==> config.mk <==
export PLATFORM = sky130hd
export DESIGN_NAME = can_fault_confine
export DESIGN_NICKNAME = d
export VERILOG_FILES = /design/src/rtl/can_fault_confine.sv
export SDC_FILE = /design/constraint.sdc
export NUM_CORES = 1
export LEC_CHECK = 0
export BUFFER_PORTS_ARGS = -buffer_cell sky130_fd_sc_hd__buf_2
export CORE_UTILIZATION = 50
export CTS_BUF_LIST = sky130_fd_sc_hd__clkbuf_4 sky130_fd_sc_hd__clkbuf_8
export CTS_CLUSTER_SIZE = 10
export DETAILED_ROUTE_END_ITERATION = 10
export PLACE_DENSITY = 0.73
export SYNTH_ARGS = -nofsm -noshare
export SYNTH_HDL_FRONTEND = slang
export SYNTH_SLANG_ARGS = --single-unit
==> constraint.sdc <==
create_clock -name clk -period 9 [get_ports clk]
set_input_delay 1.8 -clock clk [delete_from_list [all_inputs] [get_ports clk]]
set_output_delay 1.8 -clock clk [all_outputs]
set_load 0.01 [all_outputs]
==> src/rtl/can_fault_confine.sv <==
// CAN fault confinement: TEC/REC counters, active/passive/bus-off state, warning limit,
// bus-off recovery counting. Optional status-change pulses under `FC_STATUS_IRQ_EN.
module can_fault_confine #(
  parameter int CNT_W   = 8,
  parameter int RECOV_N = 128,
  parameter int EWL_RST = 96,
  localparam int RC_W   = $clog2(RECOV_N) + 1
) (
  input  logic             clk,
  input  logic             reset,
  input  logic             bit_en,
  input  logic             err,
  input  logic [2:0]       ko_error,
  input  logic             transvalid,
  input  logic             rec_ack,
  input  logic             ebf,
  input  logic             init_mode,
  input  logic             cnt_wr,
  input  logic [CNT_W-1:0] tec_wdata,
  input  logic [CNT_W-1:0] rec_wdata,
  input  logic             ewl_wr,
  input  logic [CNT_W-1:0] ewl_wdata,
  output logic [CNT_W-1:0] tec,
  output logic [CNT_W-1:0] rec,
  output logic [CNT_W-1:0] ewl,
  output logic             error_active,
  output logic             error_passive,
  output logic             busoff,
  output logic             warn,
  output logic [RC_W-1:0]  recov_cnt,
  output logic             irq_warn,
  output logic             irq_state
);

  typedef enum logic [1:0] {ST_ACTIVE, ST_PASSIVE, ST_BUSOFF} fc_state_e;

  // TEC carries one extra bit so the bus-off threshold is representable.
  typedef struct packed {
    logic [CNT_W:0]   tec;
    logic [CNT_W-1:0] rec;
    logic [RC_W-1:0]  recov;
  } cnt_t;

  localparam logic [CNT_W:0]   TEC_P    = (CNT_W+1)'(2**(CNT_W-1));
  localparam logic [CNT_W:0]   TEC_B    = (CNT_W+1)'(2**CNT_W);
  localparam logic [CNT_W:0]   TEC_STEP = (CNT_W+1)'(8);
  localparam logic [CNT_W:0]   TEC_ONE  = (CNT_W+1)'(1);
  localparam logic [CNT_W:0]   REC_INC1 = (CNT_W+1)'(1);
  localparam logic [CNT_W:0]   REC_INC8 = (CNT_W+1)'(8);
  localparam logic [CNT_W-1:0] REC_P    = CNT_W'(2**(CNT_W-1));
  localparam logic [CNT_W-1:0] REC_PM1  = CNT_W'(2**(CNT_W-1) - 1);
  localparam logic [CNT_W-1:0] REC_ONE  = CNT_W'(1);
  localparam logic [CNT_W-1:0] REC_MAX  = '1;
  localparam logic [CNT_W-1:0] EWL_DEF  = CNT_W'(EWL_RST);
  localparam logic [RC_W-1:0]  RC_ONE   = RC_W'(1);
  localparam logic [RC_W-1:0]  RC_LAST  = RC_W'(RECOV_N);

  cnt_t       cnt_q, cnt_d;
  fc_state_e  state_q, state_d;
  logic [CNT_W-1:0] ewl_q, ewl_d;
  logic       warn_q, warn_d;
  logic       boff_entry_q, boff_entry_d;
  logic       cnt_wr_ok;
  logic [RC_W-1:0] recov_inc;

  function automatic logic [CNT_W-1:0] rec_add(input logic [CNT_W-1:0] r,
                                               input logic [CNT_W:0]   amt);
    logic [CNT_W:0] s;
    s = {1'b0, r} + amt;
    return (s > {1'b0, REC_MAX}) ? REC_MAX : s[CNT_W-1:0];
  endfunction

  function automatic fc_state_e classify(input logic [CNT_W:0]   t,
                                         input logic [CNT_W-1:0] r);
    if (t >= TEC_B) return ST_BUSOFF;
    if (t >= TEC_P || r >= REC_P) return ST_PASSIVE;
    return ST_ACTIVE;
  endfunction

  assign cnt_wr_ok = cnt_wr & init_mode;
  assign recov_inc = cnt_q.recov + RC_ONE;

  always_comb begin
    cnt_d   = cnt_q;
    ewl_d   = ewl_q;
    state_d = state_q;

    if (ewl_wr && init_mode)
      ewl_d = (ewl_wdata == '0) ? EWL_DEF : ewl_wdata;

    if (cnt_wr_ok) begin
      cnt_d.tec = {1'b0, tec_wdata};
      cnt_d.rec = rec_wdata;
      if (state_q != ST_BUSOFF) begin
        state_d = classify(cnt_d.tec, cnt_d.rec);
      end else if ({1'b0, tec_wdata} < TEC_P) begin
        cnt_d.recov = '0;
        state_d     = classify(cnt_d.tec, cnt_d.rec);
      end
    end else if (state_q == ST_BUSOFF) begin
      // First bus-off clock clears REC; counter events stay frozen until recovery.
      if (boff_entry_q) begin
        cnt_d.rec   = '0;
        cnt_d.recov = '0;
      end else if (bit_en && ebf && !init_mode) begin
        if (recov_inc == RC_LAST) begin
          cnt_d   = '0;
          state_d = ST_ACTIVE;
        end else begin
          cnt_d.recov = recov_inc;
        end
      end
    end else begin
      if (bit_en) begin
        if (err) begin
          case (ko_error)
            3'd1: cnt_d.rec = rec_add(cnt_q.rec, REC_INC1);
            3'd2: cnt_d.rec = rec_add(cnt_q.rec, REC_INC8);
            3'd3: if (state_q == ST_ACTIVE) cnt_d.tec = cnt_q.tec + TEC_STEP;
            3'd4: cnt_d.tec = cnt_q.tec + TEC_STEP;
            default: ;
          endcase
        end else if (transvalid) begin
          if (cnt_q.tec != '0) cnt_d.tec = cnt_q.tec - TEC_ONE;
        end else if (rec_ack) begin
          if (cnt_q.rec >= REC_P) cnt_d.rec = REC_PM1;
          else if (cnt_q.rec != '0) cnt_d.rec = cnt_q.rec - REC_ONE;
        end
      end
      state_d = classify(cnt_d.tec, cnt_d.rec);
    end

    boff_entry_d = (state_d == ST_BUSOFF) && (state_q != ST_BUSOFF);
    warn_d = (cnt_d.tec[CNT_W-1:0] >= ewl_d) | (cnt_d.rec >= ewl_d) | (state_d == ST_BUSOFF);
  end

  always_ff @(posedge clk or posedge reset) begin
    if (reset) begin
      cnt_q        <= '0;
      ewl_q        <= EWL_DEF;
      state_q      <= ST_ACTIVE;
      warn_q       <= 1'b0;
      boff_entry_q <= 1'b0;
    end else begin
      cnt_q        <= cnt_d;
      ewl_q        <= ewl_d;
      state_q      <= state_d;
      warn_q       <= warn_d;
      boff_entry_q <= boff_entry_d;
    end
  end

  assign tec           = cnt_q.tec[CNT_W-1:0];
  assign rec           = cnt_q.rec;
  assign ewl           = ewl_q;
  assign recov_cnt     = cnt_q.recov;
  assign warn          = warn_q;
  assign error_active  = (state_q == ST_ACTIVE);
  assign error_passive = (state_q == ST_PASSIVE);
  assign busoff        = (state_q == ST_BUSOFF);

`ifdef FC_STATUS_IRQ_EN
  logic      warn_prev_q;
  fc_state_e state_prev_q;

  always_ff @(posedge clk or posedge reset) begin
    if (reset) begin
      warn_prev_q  <= 1'b0;
      state_prev_q <= ST_ACTIVE;
    end else begin
      warn_prev_q  <= warn_q;
      state_prev_q <= state_q;
    end
  end

  assign irq_warn  = warn_q ^ warn_prev_q;
  assign irq_state = (state_q != state_prev_q);
`else
  assign irq_warn  = 1'b0;
  assign irq_state = 1'b0;
`endif

endmodule

==> impl_metrics.toml, run 1 <==
[clocking]
clockRootBuffer = "clkbuf_8"
clk_pin_slew_ns = 0.07
clockBufferDepth = 2
cts_resized = 0
holdBufCountCts = 0
cts_tree = "done"
cts_buffers = 5
insertion_delay_ns = 0.29
h-tree-depth = 2
clock_sinks = 37
cts_setup_buffers = 0

[worst_setup_path]
start_kind = "input pin"
required_ns = 9.15
cp.buffers_inverters = 1
path_cells = "buf_2 -> nand3b_4 -> nor2_8 -> nand2_2 -> or3_4 -> mux2_2 -> a31o_1 -> ha_1 -> a21o_1 -> a2111oi_0 -> o211ai_1 -> or4_1"
reg2reg_depth = 11
critPathTopFamily = "simple AND/OR/NAND/NOR gates"
ff2ff_setup_slack_ns = 4.79
r2r_end = "warn$_DFF_PP0_"
rr_startpoint = "state_q[0]$_DFF_PP0_"
cp.arrival_ns = 5.18
critPathMaxFanout = 16
crit_slowest_cell = "a2111oi_0"
timing.critical_path.to_type = "flip-flop"
crit_type = "in -> reg"
slowest_delay_ns = 0.48

[route]
drc = 0
wire_per_inst_um = 17.35
routed_wirelength_mm = 10.18
dr.first_iter.drc_count = 283
antenna_left = 0
first_pass_iters = 5
vias = 3669
avgViaCountPerCell = 6.250

[final_layout]
fin_nets = 551
final_util_pct = 56.06
syn2layout_area_growth_pct = 7.291
antennaDiodeCount = 0
drive_gt1_share_pct = 23.36

[synth]
syn_area_per_cell_um2 = 8.337
yosys_most_used_dff = "dfrtp_1"
ys_ff_latch = 37
synth_edf_count = 0
syn_area_mm2 = 0.003810
synth.distinct_cells = 85
ys_warn_count = 0
syn-instance-count = 457
synth_async_sr_flop_share_pct = 100.0
seq_area_frac_synth_pct = 24.37

[sta]
fmax_mhz = 199.0
fin_crit_ns = 5.026
worst_pin_slew_ns = 0.8442
fin_skew_ns = 0.01090
hold_viol_final = 0
fin_setup_tns_ns = 0
fin_crit_sh_pct = 55.85
drv_slew = 0
finalSetupViolations = 0
rsz0062_at_grt = "false"
relSlewSlack_pct = 43.01

[placement]
gp_congestion = 0.9839
portBuffers = 72
dp_hpwl_mm = 7.817

[outcome]
outcome = "completed"

[die]
die_h_um = 89.29
ios = 75
core_area_mm2 = 0.007292
dieArea_mm2 = 0.007973
row_count = 31
die_w_um = 89.29
initial_core_util_pct = 52.25

[pwr]
power_frac_comb_pct = 37.6
p_seq_share_pct = 40.6
p_leak_nw = 1.861
irDropWorstVdd_v = 0.00009008
intPower_w = 0.0003505
netSwitchingFraction_pct = 39.17
clockPowerShare_pct = 21.9
power.net_switching_w = 0.0002257
pwr_density_cell_mw_per_mm2 = 141.0

[worst_hold_path]
hold_path_class = "reg -> reg"
hold_path_startpoint = "ewl[3]$_DFF_PP0_"
min_to = "ewl[3]$_DFF_PP0_"
hold_depth = 2

[grt]
antenna_found_initial = 0
grt_max_degree = 38
grt_overflow = 0
grt_pass1_vias = 3265
grt_pass1_wl_mm = 16.20
track_usage_pct = 26.30

[flow_run]
drv_cap = 0
through the flow:
stage                     cells  setup WS, ns  instance area (um2)  hold slack [ns]  power (W)
after floorplan             458         4.331                 3814           0.5320  0.0003952
after global placement      579         3.821                 3990           0.5468  0.0004432
after detailed placement    579         3.703                 3990           0.5567  0.0004494
after CTS                   587         4.022                 4088           0.5773  0.0005760
after global routing        587         3.819                 4088           0.6114  0.0006156
final                       587         3.974                 4088           0.5649  0.0005762
final cells by class:
type / count / area [um2]
fillers: 717 / 3204
flip-flops and latches: 37 / 928.4
clock buffers: 8 / 97.59
well taps: 99 / 123.9
inverters: 22 / 82.58
repair buffers: 73 / 367.9
multi-input cells: 348 / 2487
power by group through the flow:
stage / sequential (W) / clock, W / combinational (W)
floorplan: 0.000215 / 0 / 0.000180
global placement: 0.000234 / 0 / 0.000209
detailed placement: 0.000234 / 0 / 0.000215
CTS: 0.000232 / 0.000128 / 0.000216
global route: 0.000237 / 0.000136 / 0.000243
finish: 0.000234 / 0.000126 / 0.000216
worst register-to-register path: stages, from the launching register on:
cell       delay (ns)
dfrtp_1          0.40
nand2b_1         0.42
inv_1            0.46
nand2_2          0.21
or3_4            0.46
mux2_2           0.27
a31o_1           0.24
ha_1             0.32
a21o_1           0.18
a2111oi_0        0.48
o211ai_1         0.16
or4_1            0.48
cell usage after synthesis, drive strengths merged, types with 7 or more instances:
cell type	count	area [um2]
or3	9	66.31
clkbuf	14	52.55
nor2	28	128.9
nand3b	7	77.58
nand3	16	85.08
a31oi	8	50.05
nor3	12	60.06
ha	27	337.8
mux2i	9	90.09
o21ai	31	158.9
nand4	11	68.82
buf	37	262.8
o31ai	8	60.06
a21oi	21	105.1
nand2b	8	55.06
nand2	43	166.4
dfrtp	35	875.8
inv	22	82.58
metal layers:
metal / track usage, % / vias to the layer above / share of wire [%] / wire length (um)
met5: 0 / - / 0 / 0
met4: 8.225 / 0 / 2.0 / 199
met3: 4.247 / 22 / 7.4 / 750
met2: 42.61 / 175 / 45 / 4607
met1: 36.03 / 1728 / 45 / 4626
li1: - / 1744 / - / -
layout by cell type (no fill, tap or decap), types with 6 or more instances in the layout:
| cell type | netlist | routed |
|---|---|---|
| a21oi_1 | 21 | 21 |
| a31oi_1 | 8 | 8 |
| buf_2 | 9 | 72 |
| clkbuf_8 | 0 | 6 |
| dfrtp_1 | 35 | 35 |
| ha_1 | 27 | 27 |
| inv_1 | 22 | 22 |
| mux2i_1 | 9 | 9 |
| nand2_1 | 41 | 41 |
| nand2b_1 | 6 | 6 |
| nand3_1 | 15 | 15 |
| nand4_1 | 11 | 11 |
| nor2_1 | 26 | 26 |
| nor2b_1 | 6 | 6 |
| nor3_1 | 12 | 12 |
| o211ai_1 | 6 | 6 |
| o21ai_0 | 28 | 28 |
| o31ai_1 | 8 | 8 |
| or3_1 | 7 | 7 |
state kept, by name, indices dropped and copies added (netlist names):
signal / cells
ewl: 8
rec: 8
recov_cnt: 8
tec: 8
state_q: 2
boff_entry_q: 1
cnt_q: 1
warn: 1
logic make-up (layout without fill, tap and decap cells):
group | Yosys count | in the layout | synth area share, %
simple gates | 175 | 175 | 27.75
compound gates | 127 | 127 | 23.94
buf+inv | 73 | 103 | 10.44
flops | 37 | 37 | 24.37
fa+ha+maj | 27 | 27 | 8.867
mux | 14 | 14 | 3.842
xor+xnor | 3 | 3 | 0.6898
other cells | 1 | 2 | 0.09843
how the worst max path moves through the flow:
| stage | startpoint | end | depth (start not counted) |
|---|---|---|---|
| 2_1_floorplan | init_mode | warn$_DFF_PP0_ | 11 |
| 3_3_place_gp | bit_en | warn$_DFF_PP0_ | 12 |
| 3_5_place_dp | bit_en | warn$_DFF_PP0_ | 12 |
| 4_1_cts | bit_en | warn$_DFF_PP0_ | 12 |
| 5_1_grt | bit_en | warn$_DFF_PP0_ | 12 |
| 6_report | bit_en | warn$_DFF_PP0_ | 12 |
Note: power is estimated with default switching activity, not from simulation.
==> run 2: changes to the inputs <==
==> constraint.sdc (replaced) <==
create_clock -name clk -period 4.8 [get_ports clk]
set_input_delay 0.96 -clock clk [delete_from_list [all_inputs] [get_ports clk]]
set_output_delay 0.96 -clock clk [all_outputs]
set_load 0.01 [all_outputs]
==> run 2 against run 1 <==
Die area stayed put. Design area is 2.4% higher. First-iteration DRC count is 3.9% lower. Power is 100% higher. Combinational power is 94% higher.
==> impl_metrics.toml, run 2 (synthesis gave the netlist of run 1 again) <==
[grt]
top_usage_layer = "met2"
use_met3_pct = 2.770
track_usage_pct = 27.72
grt_overflow = 0
grt_pass1_wl_mm = 17.00
gr-usage-met2_pct = 45.73
antenna_found_initial = 0
grt_pass1_vias = 3512
grt_max_degree = 38
gr-usage-met1_pct = 37.48

[clocking]
clock_sinks = 37
h-tree-depth = 2
clk_pin_slew_ns = 0.08
cts_buffers = 5
clockRootBuffer = "clkbuf_8"
cts_setup_buffers = 0
cts_tree = "done"
insertion_delay_ns = 0.29
cts_resized = 0
holdBufCountCts = 0
clockBufferDepth = 2

[die]
dieArea_mm2 = 0.007973
initial_core_util_pct = 52.25
die_w_um = 89.29
die_h_um = 89.29
ios = 75
core_area_mm2 = 0.007292
row_count = 31

[sta]
fmax_mhz = 242.8
fin_skew_ns = 0.01041
fin_setup_tns_ns = 0
relSlewSlack_pct = 25.75
fin_crit_ns = 4.119
fin_crit_sh_pct = 85.81
rsz0062_at_grt = "false"
finalSetupViolations = 0
drv_slew = 0
worst_pin_slew_ns = 1.100
hold_viol_final = 0

[route]
dr.first_iter.drc_count = 272
first_pass_iters = 5
vias = 3757
wire_per_inst_um = 17.34
routed_wirelength_mm = 10.32
antenna_left = 0
drc = 0
avgViaCountPerCell = 6.314

[worst_setup_path]
startpoint = "tec[0]$_DFF_PP0_"
crit_slowest_cell = "a2111oi_0"
timing.critical_path.to_type = "flip-flop"
reg2reg_depth = 13
path_cells = "inv_1 -> ha_1 -> or3b_4 -> o41ai_2 -> nor3_1 -> a32oi_1 -> o41ai_1 -> a31o_1 -> ha_1 -> a21o_1 -> a2111oi_0 -> o211ai_1 -> or4_1"
required_ns = 4.97
critPathTopFamily = "compound AO/OA/AOI/OAI gates"
slowest_delay_ns = 0.55
rr_startpoint = "tec[0]$_DFF_PP0_"
cpMostUsedCell = "ha_1"
cp.depth = 13
crit_type = "reg -> reg"
r2r_end = "warn$_DFF_PP0_"
ff2ff_setup_slack_ns = 0.68
cp.buffers_inverters = 1
critPathMaxFanout = 5
start_kind = "flip-flop"
crit_end = "warn$_DFF_PP0_"
cp.arrival_ns = 4.29

[pwr]
p_leak_nw = 1.917
irDropWorstVdd_v = 0.0001936
pwr_density_cell_mw_per_mm2 = 280.1

[placement]
place_area_mm2 = 0.004050
gp_congestion = 0.9968
dp_hpwl_mm = 7.963
portBuffers = 72

[final_layout]
final_util_pct = 57.38
seqCellArea_um2 = 928.4
final_common_cell = "buf_2"
syn2layout_area_growth_pct = 9.819
multi_input_area_mm2 = 0.002487
antennaDiodeCount = 0
layout_common_cells = "72 x buf_2, 41 x nand2_1, 35 x dfrtp_1"
nFillCells = 714
drive_gt1_share_pct = 24.60
fin_nets = 559
finalInstanceArea_mm2 = 0.004184

[flow_run]
drv_cap = 0

[outcome]
outcome = "completed"

[worst_hold_path]
hold_path_class = "reg -> reg"
==> run 2: routing by layer <==
layer / up-vias / share of wire, %
li1: 1750 / -
met1: 1793 / 43
met2: 191 / 47
met3: 23 / 7.0
met4: 0 / 3.0
met5: - / 0
==> run 2: through the flow <==
| step | hold WS (ns) | power, W | setup slack [ns] | instances |
|---|---|---|---|---|
| 6_report | 0.5696 | 0.001172 | 0.6810 | 595 |
| 5_1_grt | 0.6122 | 0.001254 | 0.4997 | 595 |
| 4_1_cts | 0.5779 | 0.001179 | 0.8222 | 595 |
| 3_5_place_dp | 0.5427 | 0.0008511 | 0.5145 | 587 |
| 3_3_place_gp | 0.5433 | 0.0008391 | 0.6669 | 587 |
| 2_1_floorplan | 0.5320 | 0.0007410 | 0.9709 | 458 |
==> run 2: final cells by class <==
cell class | instances | share of cell area [%]
Tap cell | 99 | 2.961
Clock inverter | 3 | 1.555
Timing Repair Buffer | 81 | 10.23
Sequential cell | 37 | 22.19
Inverter | 22 | 1.974
Multi-Input combinational cell | 348 | 59.45
Clock buffer | 5 | 1.645
==> run 2: how the worst min path moves through the flow <==
stage | depth (start not counted) | slack, ns | end | start
after floorplan | 2 | 0.53 | recov_cnt[7]$_DFFE_PP0P_ | recov_cnt[7]$_DFFE_PP0P_
after global placement | 2 | 0.54 | ewl[3]$_DFF_PP0_ | ewl[3]$_DFF_PP0_
after detailed placement | 1 | 0.54 | ewl[0]$_DFF_PP0_ | ewl[0]$_DFF_PP0_
after CTS | 1 | 0.58 | ewl[0]$_DFF_PP0_ | ewl[0]$_DFF_PP0_
after global routing | 1 | 0.61 | ewl[5]$_DFF_PP1_ | ewl[5]$_DFF_PP1_
final | 2 | 0.57 | ewl[2]$_DFF_PP0_ | ewl[2]$_DFF_PP0_
==> run 2: worst reg2reg max path: cells and delay by family (launching register included) <==
family | cells | cell delay [ns]
AOI/OAI and AO/OA | 7 | 1.95
adders and majority gates | 2 | 0.47
buffers and inverters | 1 | 0.08
DFF | 1 | 0.44
and+or+nand+nor | 3 | 1.05
==> run 2: where the power goes <==
group	total (W)	leakage, nW	internal, W	switching, W
clock network	0.000322	0.0681	0.000207	0.000115
logic	0.000420	1.39	0.000182	0.000239
registers	0.000430	0.456	0.000354	0.0000762
total	0.00117	1.92	0.000742	0.000430
==> run 3: changes to the inputs <==
--- a/config.mk
+++ b/config.mk
@@ -5,6 +5,7 @@
 export SDC_FILE = /design/constraint.sdc
 export NUM_CORES = 1
 export LEC_CHECK = 0
+export ABC_AREA = 1
 export BUFFER_PORTS_ARGS = -buffer_cell sky130_fd_sc_hd__buf_2
 export CORE_UTILIZATION = 50
 export CTS_BUF_LIST = sky130_fd_sc_hd__clkbuf_4 sky130_fd_sc_hd__clkbuf_8
==> run 3 against run 2 <==
Register-to-register slack improved by 0.74 ns. Maximum frequency rose by 22%. Highest routed layer unchanged. Utilization fell by 1.1 points. Combinational power rose to 2.8 times the previous value. Worst hold slack improved by 0.025 ns. Final cell count rose by 24%. Flip-flop and latch count did not move. Clock-buffer cell count rose by 2. Synthesized area rose by 4.1%. Non-clock buffer count fell by 8. Largest power group is now combinational cells. Sequential share of layout area fell by 0.73 points. Design area rose by 3.4%.
==> impl_metrics.toml, run 3 <==
[outcome]
outcome = "completed"

[route]
wire_per_inst_um = 14.28
avgViaCountPerCell = 5.370
dr.first_iter.drc_count = 173
routed_wirelength_mm = 10.57
drc = 0
first_pass_iters = 5
antenna_left = 0
vias = 3974

[clocking]
h-tree-depth = 2
holdBufCountCts = 0
cts_tree = "done"
clock_sinks = 37
clockBufferDepth = 2
cts_buffers = 5
clockRootBuffer = "clkbuf_8"
cts_resized = 0
insertion_delay_ns = 0.30
clk_pin_slew_ns = 0.08
cts_setup_buffers = 0

[worst_setup_path]
crit_slowest_cell = "dfrtp_1"
cp.arrival_ns = 3.57
start_kind = "flip-flop"
timing.critical_path.to_type = "flip-flop"
crit_type = "reg -> reg"
slowest_delay_ns = 0.60
cpMostUsedCell = "nand2_1"
path_cells = "inv_1 -> ha_1 -> nand2_1 -> nor2_1 -> nand2_1 -> nor2_1 -> nand3_2 -> nand2_1 -> o21ai_0 -> nand2_1 -> nand2_1 -> nand3_1 -> nand2_1 -> inv_1 -> ha_1 -> a21oi_1 -> o21ai_0 -> nand2_1 -> o2111ai_1 -> nor2_1 -> nand3_2"
cp.buffers_inverters = 2
critPathTopFamily = "simple AND/OR/NAND/NOR gates"
required_ns = 4.99
ff2ff_setup_slack_ns = 1.42
critPathMaxFanout = 8

[placement]
portBuffers = 72
dp_hpwl_mm = 8.397
gp_congestion = 0.9427

[die]
initial_core_util_pct = 51.58
core_area_mm2 = 0.007687
die_w_um = 91.05
row_count = 32
die_h_um = 91.05
ios = 75
dieArea_mm2 = 0.008290

[grt]
grt_pass1_wl_mm = 17.75
antenna_found_initial = 0
grt_overflow = 0
track_usage_pct = 26.49
grt_max_degree = 38
grt_pass1_vias = 3828

[sta]
rsz0062_at_grt = "false"
fin_crit_ns = 3.380
hold_viol_final = 0
fin_skew_ns = 0.008533
fin_crit_sh_pct = 70.41
relSlewSlack_pct = 57.29
drv_slew = 0
hold_ws_ns = 0.5951
finalSetupViolations = 0
fmax_mhz = 295.9
worst_pin_slew_ns = 0.6339
fin_setup_tns_ns = 0

[synth]
yosys-top-cells-area = "dfrtp_1 22%, nand2_1 13%, ha_1 8.8%, inv_1 7.1%, nand3_1 6.3%"
synth_async_sr_flop_share_pct = 100.0
yosysMostFrequentCell = "nand2_1"
synthMuxAreaShare_pct = 0
syn_area_mm2 = 0.003965
ys_ff_latch = 37
syn_area_per_cell_um2 = 6.709
synth_edf_count = 0
synthXorXnorAreaFrac_pct = 1.767
synth_compound_area_share_pct = 13.98
syn-instance-count = 591
synth.distinct_cells = 48
synth_commonest_cells = "140 x nand2_1, 75 x inv_1, 50 x nand3_1, 39 x nor2_1, 35 x dfrtp_1"
yosys_most_used_dff = "dfrtp_1"
synth_top_area_share_pct = 22.09
ys_warn_count = 0
synthAdderAreaFrac_pct = 8.836
synth_top_family_by_area = "simple AND/OR/NAND/NOR gates"
yosysTopAreaCell = "dfrtp_1"
seq_area_frac_synth_pct = 23.41
synth_simple_gate_area_share_pct = 36.73

[final_layout]
final_common_cell = "nand2_1"
nFillCells = 779
fin_nets = 702
layout_common_cells = "140 x nand2_1, 75 x inv_1, 72 x buf_2"
antennaDiodeCount = 0
syn2layout_area_growth_pct = 9.088
drive_gt1_share_pct = 24.14

[pwr]
p_leak_nw = 2.306
pwr_density_cell_mw_per_mm2 = 486.7
irDropWorstVdd_v = 0.0002571

[worst_hold_path]
hold_path_class = "reg -> reg"

[flow_run]
drv_cap = 0
==> run 3: cells by family (layout without fill, tap and decap cells) <==
logic type	Yosys count	count (layout)
compound gates	94	94
xor+xnor	8	8
fa+ha+maj	28	28
buf+inv	125	171
flops	37	37
other cells	1	2
simple gates	298	298
==> run 3: routing by layer <==
layer	routed length, um	global-route usage (%)	vias up
li1	-	-	2001
met1	4816	34.81	1790
met2	4811	43.88	161
met3	686	4.104	22
met4	255	9.788	0
met5	0	0	-
==> run 3: final cells by class <==
cell class,count,area (um2),area share [%]
inverter,90,342.8,7.926
timing repair buffer,73,367.9,8.504
multi-input combinational,430,2439,56.38
clock buffer,7,90.09,2.083
clock inverter,1,30.03,0.6942
sequential,37,928.4,21.46
tap,102,127.6,2.951
==> run 3: worst reg2reg max path: cells and delay by family (launching register included) <==
family                     cells  cell delay (ns)
and+or+nand+nor               13             1.22
adders and majority gates      2             0.66
DFF                            1             0.60
AOI/OAI and AO/OA              4             0.46
buffers and inverters          2             0.32
==> run 3: final timing paths <==
kind / cells past startpoint / to / from
hold / removal: 2 / cnt_q[24]$_DFFE_PP0P_ / cnt_q[24]$_DFFE_PP0P_
max in group asynchronous: 3 / ewl[6]$_DFF_PP1_ / reset
hold reg to reg: 2 / cnt_q[24]$_DFFE_PP0P_ / cnt_q[24]$_DFFE_PP0P_
setup reg to reg: 21 / warn$_DFF_PP0_ / rec[0]$_DFF_PP0_
min in group asynchronous: 3 / ewl[7]$_DFF_PP0_ / reset
setup / recovery: 21 / warn$_DFF_PP0_ / rec[0]$_DFF_PP0_
==> run 3: per-stage QoR <==
step	cells	power, W	util [%]	setup WS, ns	area, um2
after floorplan	592	0.001565	-	2.034	3969
after global placement	732	0.001778	54.70	1.444	4205
after detailed placement	732	0.001800	54.70	1.431	4205
after CTS	740	0.002097	56.27	1.507	4325
after global routing	740	0.002292	56.27	1.200	4325
final	740	0.002105	56.27	1.420	4325
==> run 3: power breakdown <==
part	switching [W]	total [W]	leakage, nW	internal, W
registers	0.000212	0.000631	0.448	0.000418
clock network	0.000118	0.000293	0.0619	0.000175
logic	0.000740	0.00118	1.80	0.000440
total	0.00107	0.00211	2.31	0.00103
